===== config.mk =====
export PLATFORM = sky130hd
export DESIGN_NAME = csi_tx_clk_lane_ctrl_flat
export DESIGN_NICKNAME = d
export VERILOG_FILES = /design/src/rtl/csi_tx_pkg.sv /design/src/rtl/csi_tx_clk_lane_ctrl_if.sv /design/src/rtl/csi_tx_clk_lane_ctrl.sv /design/src/flat_wrapper.sv
export SDC_FILE = /design/constraint.sdc
export NUM_CORES = 1
export LEC_CHECK = 0
export ABC_AREA = 1
export CAP_MARGIN = 20
export CORE_ASPECT_RATIO = 0.9
export CORE_MARGIN = 2
export CORE_UTILIZATION = 38
export CTS_BUF_LIST = sky130_fd_sc_hd__clkbuf_4
export DETAILED_ROUTE_END_ITERATION = 8
export PLACE_DENSITY = 0.57
export SLEW_MARGIN = 30
export SYNTH_ARGS = -nofsm -noshare
export SYNTH_HDL_FRONTEND = slang
export SYNTH_SLANG_ARGS = --single-unit

===== constraint.sdc =====
create_clock -name byte_clock -period 5.75 [get_ports byte_clock]
set_clock_uncertainty 0.1 [all_clocks]
set_input_delay 0.575 -clock byte_clock [delete_from_list [all_inputs] [get_ports byte_clock]]
set_output_delay 0.575 -clock byte_clock [all_outputs]
set_load 0.02 [all_outputs]

===== src/rtl/csi_tx_pkg.sv =====
// rtl/csi_tx_pkg.sv - shared types, D-PHY timing defaults and lane-drive decode for the CSI-2 TX clock lane
package csi_tx_pkg;

  // Nine states need four bits; encodings 9..15 are illegal.
  typedef enum logic [3:0] {
    ST_IDLE     = 4'd0,
    ST_LP01     = 4'd1,
    ST_LP00     = 4'd2,
    ST_HS_ZERO  = 4'd3,
    ST_HS_PRE   = 4'd4,
    ST_HS_RUN   = 4'd5,
    ST_HS_POST  = 4'd6,
    ST_HS_TRAIL = 4'd7,
    ST_HS_EXIT  = 4'd8
  } lane_state_t;

  localparam int unsigned DEF_T_LPX       = 4;
  localparam int unsigned DEF_T_CLK_ZERO  = 16;
  localparam int unsigned DEF_T_CLK_PRE   = 2;
  localparam int unsigned DEF_T_CLK_POST  = 8;
  localparam int unsigned DEF_T_CLK_TRAIL = 4;
  localparam int unsigned DEF_T_HS_EXIT   = 8;

  // LP line states as {Dp, Dn}
  localparam logic [1:0] LP11 = 2'b11;
  localparam logic [1:0] LP01 = 2'b01;
  localparam logic [1:0] LP00 = 2'b00;

  typedef struct packed {
    logic [1:0] lp;
    logic       hs_oe;
    logic       hs_clk_en;
    logic       clk_ready;
    logic       busy;
  } lane_drive_t;

  localparam lane_drive_t DRIVE_RESET = {LP11, 4'b0000};

  function automatic logic [7:0] timer_load(input int unsigned cycles);
    return 8'(cycles - 1);
  endfunction

  // LP drivers sit at LP-00 whenever the HS driver owns the lane.
  function automatic lane_drive_t drive_for(input lane_state_t s);
    lane_drive_t d;
    d.lp        = LP00;
    d.hs_oe     = 1'b0;
    d.hs_clk_en = 1'b0;
    d.clk_ready = 1'b0;
    case (s)
      ST_IDLE:     d.lp = LP11;
      ST_LP01:     d.lp = LP01;
      ST_LP00:     d.lp = LP00;
      ST_HS_ZERO:  d.hs_oe = 1'b1;
      ST_HS_PRE: begin
        d.hs_oe     = 1'b1;
        d.hs_clk_en = 1'b1;
      end
      ST_HS_RUN: begin
        d.hs_oe     = 1'b1;
        d.hs_clk_en = 1'b1;
        d.clk_ready = 1'b1;
      end
      ST_HS_POST: begin
        d.hs_oe     = 1'b1;
        d.hs_clk_en = 1'b1;
      end
      ST_HS_TRAIL: d.hs_oe = 1'b1;
      default:     d.lp = LP11;
    endcase
    d.busy = (s != ST_IDLE);
    return d;
  endfunction

endpackage


===== src/rtl/csi_tx_clk_lane_ctrl_if.sv =====
// rtl/csi_tx_clk_lane_ctrl_if.sv - request/status and line-drive bundle of the TX clock lane
interface csi_tx_clk_lane_ctrl_if;

  logic hs_req;
  logic data_busy;
  logic lp_p;
  logic lp_n;
  logic hs_oe;
  logic hs_clk_en;
  logic clk_ready;
  logic busy;

  modport master (
    input  hs_req,
    input  data_busy,
    output lp_p,
    output lp_n,
    output hs_oe,
    output hs_clk_en,
    output clk_ready,
    output busy
  );

  modport slave (
    output hs_req,
    output data_busy,
    input  lp_p,
    input  lp_n,
    input  hs_oe,
    input  hs_clk_en,
    input  clk_ready,
    input  busy
  );

endinterface


===== src/rtl/csi_tx_clk_lane_ctrl.sv =====
// rtl/csi_tx_clk_lane_ctrl.sv - D-PHY clock-lane sequencer (LP-11 -> HS clock -> trail -> LP-11); CSI_TX_CLK_CONTINUOUS_EN pins the lane in HS once running
module csi_tx_clk_lane_ctrl
  import csi_tx_pkg::*;
#(
  parameter int unsigned T_LPX       = DEF_T_LPX,
  parameter int unsigned T_CLK_ZERO  = DEF_T_CLK_ZERO,
  parameter int unsigned T_CLK_PRE   = DEF_T_CLK_PRE,
  parameter int unsigned T_CLK_POST  = DEF_T_CLK_POST,
  parameter int unsigned T_CLK_TRAIL = DEF_T_CLK_TRAIL,
  parameter int unsigned T_HS_EXIT   = DEF_T_HS_EXIT
) (
  input logic                    byte_clock,
  input logic                    reset_in,
  csi_tx_clk_lane_ctrl_if.master lane
);

  lane_state_t state;
  lane_state_t state_next;
  logic [7:0]  timer;
  logic [7:0]  timer_next;
  logic        timer_done;
  lane_drive_t drive_q;
  lane_drive_t drive_next;

  assign timer_done = (timer == 8'd0);

  function automatic logic [7:0] state_timer_load(input lane_state_t s);
    case (s)
      ST_LP01, ST_LP00: return timer_load(T_LPX);
      ST_HS_ZERO:       return timer_load(T_CLK_ZERO);
      ST_HS_PRE:        return timer_load(T_CLK_PRE);
      ST_HS_POST:       return timer_load(T_CLK_POST);
      ST_HS_TRAIL:      return timer_load(T_CLK_TRAIL);
      ST_HS_EXIT:       return timer_load(T_HS_EXIT);
      default:          return 8'd0;
    endcase
  endfunction

  always_ff @(posedge byte_clock or posedge reset_in) begin
    if (reset_in) begin
      state   <= ST_IDLE;
      timer   <= 8'd0;
      drive_q <= DRIVE_RESET;
    end else begin
      state   <= state_next;
      timer   <= timer_next;
      drive_q <= drive_next;
    end
  end

  // Startup is never aborted: once out of IDLE the lane only returns through HS_RUN.
  always_comb begin
    state_next = state;
    case (state)
      ST_IDLE:     if (lane.hs_req) state_next = ST_LP01;
      ST_LP01:     if (timer_done) state_next = ST_LP00;
      ST_LP00:     if (timer_done) state_next = ST_HS_ZERO;
      ST_HS_ZERO:  if (timer_done) state_next = ST_HS_PRE;
      ST_HS_PRE:   if (timer_done) state_next = ST_HS_RUN;
      ST_HS_RUN: begin
`ifndef CSI_TX_CLK_CONTINUOUS_EN
        if (!lane.hs_req && !lane.data_busy) state_next = ST_HS_POST;
`endif
      end
      ST_HS_POST: begin
        if (lane.hs_req)     state_next = ST_HS_RUN;
        else if (timer_done) state_next = ST_HS_TRAIL;
      end
      ST_HS_TRAIL: if (timer_done) state_next = ST_HS_EXIT;
      ST_HS_EXIT:  if (timer_done) state_next = ST_IDLE;
      default:     state_next = ST_HS_EXIT;
    endcase
  end

  always_comb begin
    timer_next = timer;
    if (state_next != state) begin
      timer_next = state_timer_load(state_next);
    end else if (!timer_done) begin
      timer_next = timer - 8'd1;
    end
  end

  always_comb begin
    drive_next = drive_for(state_next);
  end

  assign lane.lp_p      = drive_q.lp[1];
  assign lane.lp_n      = drive_q.lp[0];
  assign lane.hs_oe     = drive_q.hs_oe;
  assign lane.hs_clk_en = drive_q.hs_clk_en;
  assign lane.clk_ready = drive_q.clk_ready;
  assign lane.busy      = drive_q.busy;

endmodule


===== src/flat_wrapper.sv =====
// flat-port wrapper written by rule: the top's interface ports become plain ports
module csi_tx_clk_lane_ctrl_flat import csi_tx_pkg::*;
#(
  parameter int unsigned T_LPX       = DEF_T_LPX,
  parameter int unsigned T_CLK_ZERO  = DEF_T_CLK_ZERO,
  parameter int unsigned T_CLK_PRE   = DEF_T_CLK_PRE,
  parameter int unsigned T_CLK_POST  = DEF_T_CLK_POST,
  parameter int unsigned T_CLK_TRAIL = DEF_T_CLK_TRAIL,
  parameter int unsigned T_HS_EXIT   = DEF_T_HS_EXIT
)
  (byte_clock, reset_in, lane_hs_req, lane_data_busy, lane_lp_p, lane_lp_n, lane_hs_oe, lane_hs_clk_en, lane_clk_ready, lane_busy);
  csi_tx_clk_lane_ctrl_if lane_i ();
  input logic byte_clock;
  input logic reset_in;
  input wire logic [$bits(lane_i.hs_req)-1:0] lane_hs_req;
  input wire logic [$bits(lane_i.data_busy)-1:0] lane_data_busy;
  output wire logic [$bits(lane_i.lp_p)-1:0] lane_lp_p;
  output wire logic [$bits(lane_i.lp_n)-1:0] lane_lp_n;
  output wire logic [$bits(lane_i.hs_oe)-1:0] lane_hs_oe;
  output wire logic [$bits(lane_i.hs_clk_en)-1:0] lane_hs_clk_en;
  output wire logic [$bits(lane_i.clk_ready)-1:0] lane_clk_ready;
  output wire logic [$bits(lane_i.busy)-1:0] lane_busy;
  assign lane_i.hs_req = lane_hs_req;
  assign lane_i.data_busy = lane_data_busy;
  assign lane_lp_p = lane_i.lp_p;
  assign lane_lp_n = lane_i.lp_n;
  assign lane_hs_oe = lane_i.hs_oe;
  assign lane_hs_clk_en = lane_i.hs_clk_en;
  assign lane_clk_ready = lane_i.clk_ready;
  assign lane_busy = lane_i.busy;
  csi_tx_clk_lane_ctrl #(.T_LPX(T_LPX), .T_CLK_ZERO(T_CLK_ZERO), .T_CLK_PRE(T_CLK_PRE), .T_CLK_POST(T_CLK_POST), .T_CLK_TRAIL(T_CLK_TRAIL), .T_HS_EXIT(T_HS_EXIT)) u_core (.byte_clock(byte_clock), .reset_in(reset_in), .lane(lane_i));
endmodule

======== Yosys cells after proc, flatten, opt, wreduce, memory -nomap -nowiden ========
Index checks and enable logic that the tools add are counted.
storage, ports and cells
  register bits ........................... 18
  bits in latches ......................... 0
  RAM bits ................................ 0
  bits in read-only memories .............. 0
  input bits .............................. 4
  output and inout bits ................... 6
  word-level logic and storage cells ...... 55
  memories ................................ 0
operators by class
  add/sub/neg operators ................... 1
  multiply operators ...................... 0
  divide/modulo/power cells ............... 0
  magnitude comparators ................... 0
  eq/ne operators ......................... 18
  shift-type cells ........................ 0
  mux-type cells .......................... 18
  bitwise operators ....................... 0
  reductions and logical operators ........ 11
operators by type and width
  cell                                              number
  two-way mux 4 bit                                 10
  one-hot mux 4 bit (9 select lines)                1
  == test 4 x 3 -> 1 bit, second input constant     8
  == test 4 x 2 -> 1 bit, second input constant     4
  two-way mux 8 bit                                 2
  one-hot mux 4 bit (4 select lines)                1
  == test 4 x 1 -> 1 bit, second input constant     2
  == test 4 bit, second input constant              2
  zero test 8 bit                                   1
  subtractor 8 x 1 -> 8 bit, second input constant  1
  OR reduction 3 bit                                2
  OR reduction 6 bit                                1
  OR reduction 5 bit                                1
  zero test 4 bit                                   1
  != test 4 bit                                     1
  one-hot mux 2 bit (2 select lines)                1
  nonzero test 4 bit                                1
  two-way mux 1 bit                                 3
  zero test 1 bit                                   2
  != test 2 bit, second input constant              1
  OR reduction 2 bit                                1
  logical AND 1 bit                                 1

======== Logic depth before layout (Yosys ltp) ========
Gate-level depths: netlist of run 1.
  depth in word-level cells ............... 8
  mapped depth ............................ 17
  mapped depth without buffers ............ 17

======== Least setup slack after synthesis of run 1 ========
OpenSTA, ideal clock, no wires.
  path type ............................... reg2reg
  start point ............................. reg u_core.timer[0]
  end point ............................... reg u_core.timer[1]
  library setup time ...................... 116 ps
  data arrival time ....................... 1781 ps
  required time ........................... 5534 ps
  setup slack ............................. 3753 ps
  cell stages (with the launch flop) ...... 17
  buffers on the path ..................... 1
  clock period less this slack ............ 1997 ps
  path through ............................ dfrtp_1 inv_1 ha_1 nand2_1 nor2_2 nand2_2 nand2_1 nand2_1 nand2_1 nand2_1 buf_4 nand3_1 nand3_1 nand2_2 nand3_1 nand2_1 nand2_1
between the ends
  cells in the longest elaborated chain, start to end .. 8
  elaborated cells between the ends (all ways) .. 25
  classes of those cells .................. add/sub (1); eq/ne (9); mux (12); reduce/logical (3)
RTL lines
  item                                                                       RTL line                    text
  from (decl)                                                                csi_tx_clk_lane_ctrl.sv:19  logic [7:0] timer;
  from (signal assigned)                                                     csi_tx_clk_lane_ctrl.sv:46  timer <= timer_next;
  zero test 8 bit (*)                                                        csi_tx_clk_lane_ctrl.sv:25  assign timer_done = (timer == 8'd0);
  two-way mux 4 bit                                                          csi_tx_clk_lane_ctrl.sv:67  else if (timer_done) state_next = ST_HS_TRAIL;
  two-way mux 4 bit                                                          csi_tx_clk_lane_ctrl.sv:66  if (lane.hs_req) state_next = ST_HS_RUN;
  one-hot mux 4 bit (9 select lines) (*)                                     csi_tx_clk_lane_ctrl.sv:54  case (state)
  named net u_core.state_next[1]                                             csi_tx_clk_lane_ctrl.sv:18  lane_state_t state_next;
  == test 4 x 1 -> 1 bit, or another cell as far along                       csi_tx_clk_lane_ctrl.sv:28  case (s)
  OR reduction 3 bit (no line) / OR reduction 2 bit (equally long branches)  n/a
  one-hot mux 4 bit (4 select lines)                                         csi_tx_clk_lane_ctrl.sv:28
  two-way mux 8 bit                                                          csi_tx_clk_lane_ctrl.sv:77  if (state_next != state) begin
Mark *: on every way through the listed nets, which the timed path passes. The rest lies on a longest branch. The select of a mux whose other input is x is not followed.
A chain may end at the register's enable or synchronous reset.

======== Worst setup path in the final report of run 1 ========
  start point ............................. reg u_core.timer[0]
  end point ............................... reg u_core.timer[0]
between the ends
  cells in the longest elaborated chain, start to end .. 8
  elaborated cells between the ends (all ways) .. 25
  classes of those cells .................. add/sub (1); eq/ne (9); mux (12); reduce/logical (3)
RTL lines
  item                                                                       RTL line
  zero test 8 bit                                                            csi_tx_clk_lane_ctrl.sv:25
  two-way mux 4 bit                                                          csi_tx_clk_lane_ctrl.sv:67
  two-way mux 4 bit                                                          csi_tx_clk_lane_ctrl.sv:66
  one-hot mux 4 bit (9 select lines)                                         csi_tx_clk_lane_ctrl.sv:54
  == test 4 x 1 -> 1 bit, or another cell as far along                       csi_tx_clk_lane_ctrl.sv:28
  OR reduction 3 bit (no line) / OR reduction 2 bit (equally long branches)  n/a
  one-hot mux 4 bit (4 select lines)                                         csi_tx_clk_lane_ctrl.sv:28
  two-way mux 8 bit                                                          csi_tx_clk_lane_ctrl.sv:77
Parallel ways exist; a longest one is shown, timed or not. The select of a mux whose other input is x is not followed.

==> results of run 1 <==
kinds of logic (layout without fill, tap and decap cells):
family	count (synthesis)	in the layout	synth area share (%)
fa+ha+maj	1	1	1.06
xor+xnor	3	3	2.22
compound gates	12	12	6.33
buf+inv	27	38	9.19
flops	18	18	38.2
simple gates	108	108	43.0
tightest hold or removal path, delay by kind of cell, from the launching register on:
kind	cells	cell delay [ns]
flops	1	0.35
simple gates	2	0.10
cells in the final DEF (no fill, tap or decap), drive strengths merged, types with 3 or more instances in the layout:
master and instances:
a21oi 6, clkbuf 3, clkdlybuf4s50 9, dfrtp 16, inv 25, nand2 58
nand3 18, nor2 24, nor3 5, o21ai 3
through the flow:
stage	utilization, %	power (mW)
finish	44.4	0.890
global route	44.4	0.995
CTS	44.4	0.895
detailed placement	43.6	0.826
global placement	43.6	0.823
floorplan	-	0.700
power groups by stage:
stage | clock network [mW] | logic [mW] | registers [mW]
2_1_floorplan | 0 | 0.469 | 0.231
3_3_place_gp | 0 | 0.600 | 0.223
3_5_place_dp | 0 | 0.604 | 0.222
4_1_cts | 0.0676 | 0.606 | 0.221
5_1_grt | 0.0730 | 0.695 | 0.227
6_report | 0.0636 | 0.605 | 0.221
cell usage after synthesis, drive strengths merged:
master	number	share of area [%]
dfrtp	16	34
o211ai	1	0.63
a211oi	2	1.3
o21ai	3	1.6
xor2	2	1.5
nand4	2	1.1
inv	25	8.1
nand2	58	20
dfstp	2	4.4
nor3	5	2.1
buf	2	1.1
xnor2	1	0.74
and3	1	0.53
a21oi	6	2.9
nor2	24	10
nand3	18	9.1
ha	1	1.1
state kept, by name (all words and copies together) (netlist names):
signal                 cells
u_core.lane.lp_p           1
u_core.lane.busy           1
u_core.lane.lp_n           1
u_core.lane.hs_clk_en      1
u_core.lane.clk_ready      1
u_core.state               4
u_core.timer               8
u_core.lane.hs_oe          1
worst max-delay path by stage:
stage                                from         endpoint  slack, ns  cells after the start
final                     u_core.timer[0]  u_core.timer[0]       3.26                     17
after global routing      u_core.timer[0]  u_core.timer[0]       2.97                     17
after CTS                 u_core.timer[0]  u_core.timer[0]       3.28                     17
after detailed placement      lane_hs_req  u_core.timer[1]       3.18                     13
after global placement        lane_hs_req  u_core.timer[1]       3.20                     13
after floorplan           u_core.timer[0]  u_core.timer[1]       3.75                     16
final cells by class:
cell class,count,area share (%)
Clock buffer,3,1.68
Clock inverter,1,0.280
Inverter,25,7.18
Multi-Input combinational cell,124,46.5
Sequential cell,18,33.8
Tap cell,42,3.92
Timing Repair Buffer,9,6.72
metal layers:
| layer | vias to the layer above | wire length, µm |
|---|---|---|
| met5 | - | 0 |
| met4 | 0 | 42 |
| met3 | 5 | 110 |
| met2 | 21 | 1050 |
| met1 | 479 | 1190 |
| li1 | 552 | - |
==> summary.txt, run 1 <==
Run status
  • Outcome: finished clean

Drt
  • Final ANT Viol Nets: 0
  • Via/cell ratio: 4.76
  • DR pass1 iterations: 4
  • # DRC: 0
  • Wire per inst: around 11 µm
  • Via count: roughly 1.1k
  • 1st-iter DRT viols: 43
  • Routed Wire Length: between 2 and 2.5 mm

Die
  • Boundary Pins: 10
  • Core Rows: 19
  • Initial core utilization: 39.2%
  • DIE HEIGHT: roughly 57 µm
  • Width of the die: approximately 63 µm
  • Core outline area: 0.00302 mm²
  • Die Area: between 0.003 and 0.004 mm²

Worst setup path
  • Crit-path max cell delay: slightly above 0.4 ns
  • R2r worst-path depth: 17
  • WS Path Type: flop to flop
  • Crit start category: flop
  • Critical Path AT: roughly 2.6 ns
  • Cell family with most CP delay: simple AND/OR/NAND/NOR gates
  • Most common cell on crit path: nand2_1
  • Required time worst endpoint: a little under 6 ns
  • Slowest cell on crit path: dfrtp_1
  • Crit Reg-Reg Endpoint: u_core.timer[0]
  • Max FO, Critical Path: 11
  • Buffers & Inverters on Critical Path: 2
  • Reg-to-Reg Start: u_core.timer[0]
  • Reg2reg setup slack: 3.26 ns
  • Crit-path cells: inv_1, ha_1, nand2_1, nor2_2, nand2_2, nand2_1, nand2_1, nand2_1, nand2_1, nand2_1, nand2_1, nand3_4, inv_4, nor2_1, nand2_1, nand2_1, nand2_1
  • Crit end category: flop

Power
  • Switching Share: between 50 and 60%
  • Part of the power in registers: 24.8%
  • P_leak: roughly 0.7 nW
  • Pint: 0.415 mW
  • PD cells: ~660 mW/mm²
  • Clock share of power: 7.1%
  • Logic pwr share: between 60% and 70%
  • Maximum VDD drop: slightly below 0.0003 V
  • Switching pwr: about 0.47 mW

STA
  • Slew Viols, Final: 0
  • RSZ-0062 raised after global routing: false
  • Final period util: between 40% and 50%
  • Worst slew margin relative to its limit: 54.7%
  • Endpoints failing setup: 0
  • Setup slack after layout: ~3.3 ns
  • Fin. Hold Viols: 0
  • Min Tclk post-route: approximately 2.5 ns
  • Sum Neg Setup Slack: 0 ns
  • Max Fclk: roughly 0.4 GHz
  • Hold_ws: approximately 0.39 ns
  • Slew @ Worst Pin: roughly 0.68 ns

Placement
  • Pre-CTS WS: ~3.2 ns
  • Buffers on Ports: 9
  • HPWL Detailed: around 1.8 mm
  • Cell Area, Placed: about 0.0013 mm²
  • Dpl cells: 218
  • RePlAce Congestion: 0.856

Clocking
  • CTS H-tree lvls: 1
  • CTS clk-pin slew, worst paths: ~0.1 ns
  • Resized Gates After CTS: 0
  • CTS max path bufs: 2
  • CTS Hold Buffers Added: 0
  • Total CTS buffers: 3
  • CTS Root Cell: clkbuf_4
  • Worst skew pair latency: around 0.3 ns
  • Post-CTS Setup Bufs: 0
  • TritonCTS Sinks: 18
  • CTS tree: yes

Global routing
  • Met2 usage: between 20% and 30%
  • Overall routing resource usage: roughly 15%
  • Largest net degree at the start of global routing: 19
  • Met3 Use GR: 4.14%
  • First-pass GRT wire length: around 4.3 mm
  • Vias in the first global route: ~960
  • M1 GR Usage: 20.6%
  • GR peak layer: met2
  • Grt ovf: 0
  • Initial antenna violation count: 0

Layout
  • Area grow syn2layout: 13.2%
  • Design Area, Final: ~0.0013 mm²
  • Layout Cells excl Fill: between 200 and 250
  • Antenna cells: 0
  • Register area: around 450 µm²
  • Nets: between 150 and 200
  • Area occupied by multi-input gates: slightly above 600 µm²
  • Fill cells: about 330
  • Layout cells sized above 1: between 10% and 20%

Worst hold path
  • Worst hold start: u_core.timer[1]
  • Hold Path Stages: 2
  • Worst min path class: flop to flop
  • Hold Crit Endpoint: u_core.timer[1]

Logic synthesis
  • YS warnings: 0
  • Syn Std Cell Area: approximately 0.0012 mm²
  • Cells after synthesis: roughly 170
  • Sequential share of the synthesized area: between 30% and 40%
  • Synth cell types: 29
  • Syn nets: roughly 170
  • Post-Syn Area per Cell: 7.01 µm²
  • Flops & latches, synth: 18

Flow run
  • Count of max-cap constraint violations: 0
No activity file was read; power rests on OpenSTA's default activity.
==> run 2, diff against run 1 <==
clock period = 2.5 ns   (was 5.75 ns; I/O delays follow)
==> summary.txt, run 2 (synthesis results as in run 1) <==
Layout
  • Max reg flops: 8 (unchanged)
  • Antenna cells: 0 (unchanged)
  • Layout Cells excl Fill: 224 (was 222)
  • Nets: 188 (was 186)
  • Register area: 453 µm² (unchanged)
  • Layout cells sized above 1: 15.9% (was 15.0%)
  • Leading cell type in the layout, fill and taps excluded: nand2_1 (unchanged)
  • Fill cells: 334 (was 328)
  • Commonest cells after routing, fill and taps aside: nand2_1, inv_1, nor2_1, nand3_1, dfrtp_1 (unchanged)
  • Largest regs: u_core.timer: 8 flops, u_core.state: 4 flops (unchanged)
  • Area occupied by multi-input gates: 623 µm² (unchanged)
  • Area grow syn2layout: 14.5% (was 13.2%)
  • Design Area, Final: 0.00136 mm² (was 0.00134 mm²)
  • Biggest register: u_core.timer (unchanged)

Worst setup path
  • WS Path Type: flop to flop (unchanged)
  • Reg-to-Reg Start: u_core.timer[0] (unchanged)
  • Cell family with most CP delay: simple AND/OR/NAND/NOR gates (unchanged)
  • Buffers & Inverters on Critical Path: 1 (was 2)
  • Reg2reg setup slack: 0.24 ns (was 3.26 ns)
  • Critical Path AT: 2.41 ns (was 2.59 ns)
  • Crit-path max cell delay: 0.41 ns (about the same)
  • Crit start category: flop (unchanged)
  • Required time worst endpoint: 2.64 ns (was 5.85 ns)
  • Crit-path cells: inv_1, ha_1, nand2_1, nor2_2, nand2_2, nand2_1, nand3_1, nor2_2, nand3_2, nand3_1, nand2_2, nand3_1, nand2_1, nand2_1 (was inv_1, ha_1, nand2_1, nor2_2, nand2_2, nand2_1, nand2_1, nand2_1, nand2_1, nand2_1, nand2_1, nand3_4, inv_4, nor2_1, nand2_1, nand2_1, nand2_1)
  • Max FO, Critical Path: 10 (was 11)
  • Crit end category: flop (unchanged)
  • Slowest cell on crit path: dfrtp_1 (unchanged)
  • Critical Path Source: u_core.timer[0] (unchanged)
  • Most common cell on crit path: nand2_1 (unchanged)

STA
  • Min Tclk post-route: 2.26 ns (was 2.49 ns)
  • Worst slew margin relative to its limit: 54.7% (about the same)
  • Slew @ Worst Pin: 0.679 ns (about the same)
  • RSZ-0062 raised after global routing: false (unchanged)
  • Sum Neg Setup Slack: 0 ns (unchanged)
  • Slew Viols, Final: 0 (unchanged)
  • Final period util: 90.6% (was 43.4%)
  • Setup slack after layout: 0.236 ns (was 3.26 ns)
  • Max Fclk: 0.442 GHz (was 0.401 GHz)
  • Endpoints failing setup: 0 (unchanged)
  • Fin. Hold Viols: 0 (unchanged)

Power
  • P_leak: 0.691 nW (was 0.680 nW)
  • Switching Share: 52.4% (was 53.4%)
  • Switching pwr: 1.08 mW (was 0.475 mW)
  • Part of the power in registers: 24.7% (was 24.8%)
  • Pint: 0.980 mW (was 0.415 mW)
  • Logic pwr share: 68.0% (about the same)
  • Total power: 2.06 mW (was 0.890 mW)
  • PD cells: 1520 mW/mm² (was 663 mW/mm²)
  • Clock share of power: 7.4% (was 7.1%)
  • Maximum VDD drop: 0.000705 V (was 0.000291 V)

Clocking
  • CTS Hold Buffers Added: 0 (unchanged)
  • Total CTS buffers: 3 (unchanged)
  • CTS max path bufs: 2 (unchanged)
  • CTS H-tree lvls: 1 (unchanged)
  • CTS Root Cell: clkbuf_4 (unchanged)
  • Worst skew pair latency: 0.30 ns (about the same)
  • CTS clk-pin slew, worst paths: 0.11 ns (was 0.10 ns)
  • CTS tree: yes (unchanged)
  • Resized Gates After CTS: 0 (unchanged)
  • TritonCTS Sinks: 18 (unchanged)
  • Post-CTS Setup Bufs: 0 (unchanged)

Placement
  • Dpl cells: 219 (was 218)
  • RePlAce Congestion: 0.780 (was 0.856)
  • Buffers on Ports: 9 (unchanged)
  • HPWL Detailed: 1.83 mm (was 1.81 mm)
  • Cell Area, Placed: 0.00132 mm² (about the same)
  • Pre-CTS WS: 0.231 ns (was 3.18 ns)

Global routing
  • Met3 Use GR: 4.34% (was 4.14%)
  • GR peak layer: met2 (unchanged)
  • Grt ovf: 0 (unchanged)
  • Largest net degree at the start of global routing: 19 (unchanged)
  • Vias in the first global route: 925 (was 956)
  • Met2 usage: 21.9% (was 23.4%)
  • Overall routing resource usage: 14.5% (was 15.3%)
  • M1 GR Usage: 20.3% (was 20.6%)
  • Initial antenna violation count: 0 (unchanged)
  • First-pass GRT wire length: 4.09 mm (was 4.25 mm)

Drt
  • Via count: 1036 (was 1057)
  • # DRC: 0 (unchanged)
  • Final ANT Viol Nets: 0 (unchanged)
  • DR pass1 iterations: 4 (unchanged)
  • Wire per inst: 10.5 µm (was 10.8 µm)
  • 1st-iter DRT viols: 35 (was 43)
  • Routed Wire Length: 2.35 mm (was 2.39 mm)
  • Via/cell ratio: 4.63 (was 4.76)

Die
  • DIE HEIGHT: 57.0 µm (unchanged)
  • Initial core utilization: 39.2% (unchanged)
  • Boundary Pins: 10 (unchanged)
  • Core outline area: 0.00302 mm² (unchanged)
  • Width of the die: 62.9 µm (unchanged)
  • Core Rows: 19 (unchanged)
  • Die Area: 0.00358 mm² (unchanged)

Worst hold path
  • Worst min path class: input port to asynchronous set/reset pin (was flop to flop)

Run status
  • Outcome: finished clean (unchanged)

Flow run
  • Count of max-cap constraint violations: 0 (unchanged)
[run 2: cell type report]
type                       instances  area share [%]
sequential                        18            33.4
timing repair buffer              11            7.75
tap                               42            3.87
clock inverter                     1           0.277
clock buffer                       3            1.66
inverter                          25            7.10
multi-input combinational        124            45.9
[run 2: worst reg2reg max path, stage by stage (launching register included)]
cell	delay, ns
dfrtp_1	0.41
inv_1	0.08
ha_1	0.20
nand2_1	0.08
nor2_2	0.13
nand2_2	0.17
nand2_1	0.13
nand3_1	0.13
nor2_2	0.25
nand3_2	0.14
nand3_1	0.13
nand2_2	0.07
nand3_1	0.09
nand2_1	0.05
nand2_1	0.05
[run 2: metal layers]
metal / up-vias / wire (µm)
li1: 560 / -
met4: 0 / 27
met1: 462 / 1190
met3: 5 / 72
met2: 9 / 1060
met5: - / 0
[run 2: power by group through the flow]
stage                     Sequential, mW  Clock (mW)  Combinational, mW
after floorplan                    0.530           0               1.08
after global placement             0.512           0               1.39
after detailed placement           0.511           0               1.39
after CTS                          0.507       0.157               1.40
after global routing               0.520       0.171               1.59
final                              0.507       0.152               1.40
[run 2: path summary, 6_finish.rpt]
check	cells past startpoint	end
worst max-delay path	14	u_core.timer[1]
worst min-delay path	2	u_core.timer[0]
worst max register to register	14	u_core.timer[1]
worst min register to register	2	u_core.timer[1]
max in group asynchronous	2	u_core.state[1]
min in group byte_clock	2	u_core.timer[1]
[run 2: metrics by stage]
| step | utilization [%] | hold slack [ns] |
|---|---|---|
| floorplan | - | 0.0871 |
| global placement | 43.8 | 0.368 |
| detailed placement | 43.8 | 0.374 |
| CTS | 44.7 | 0.265 |
| global route | 44.9 | 0.318 |
| finish | 44.9 | 0.235 |
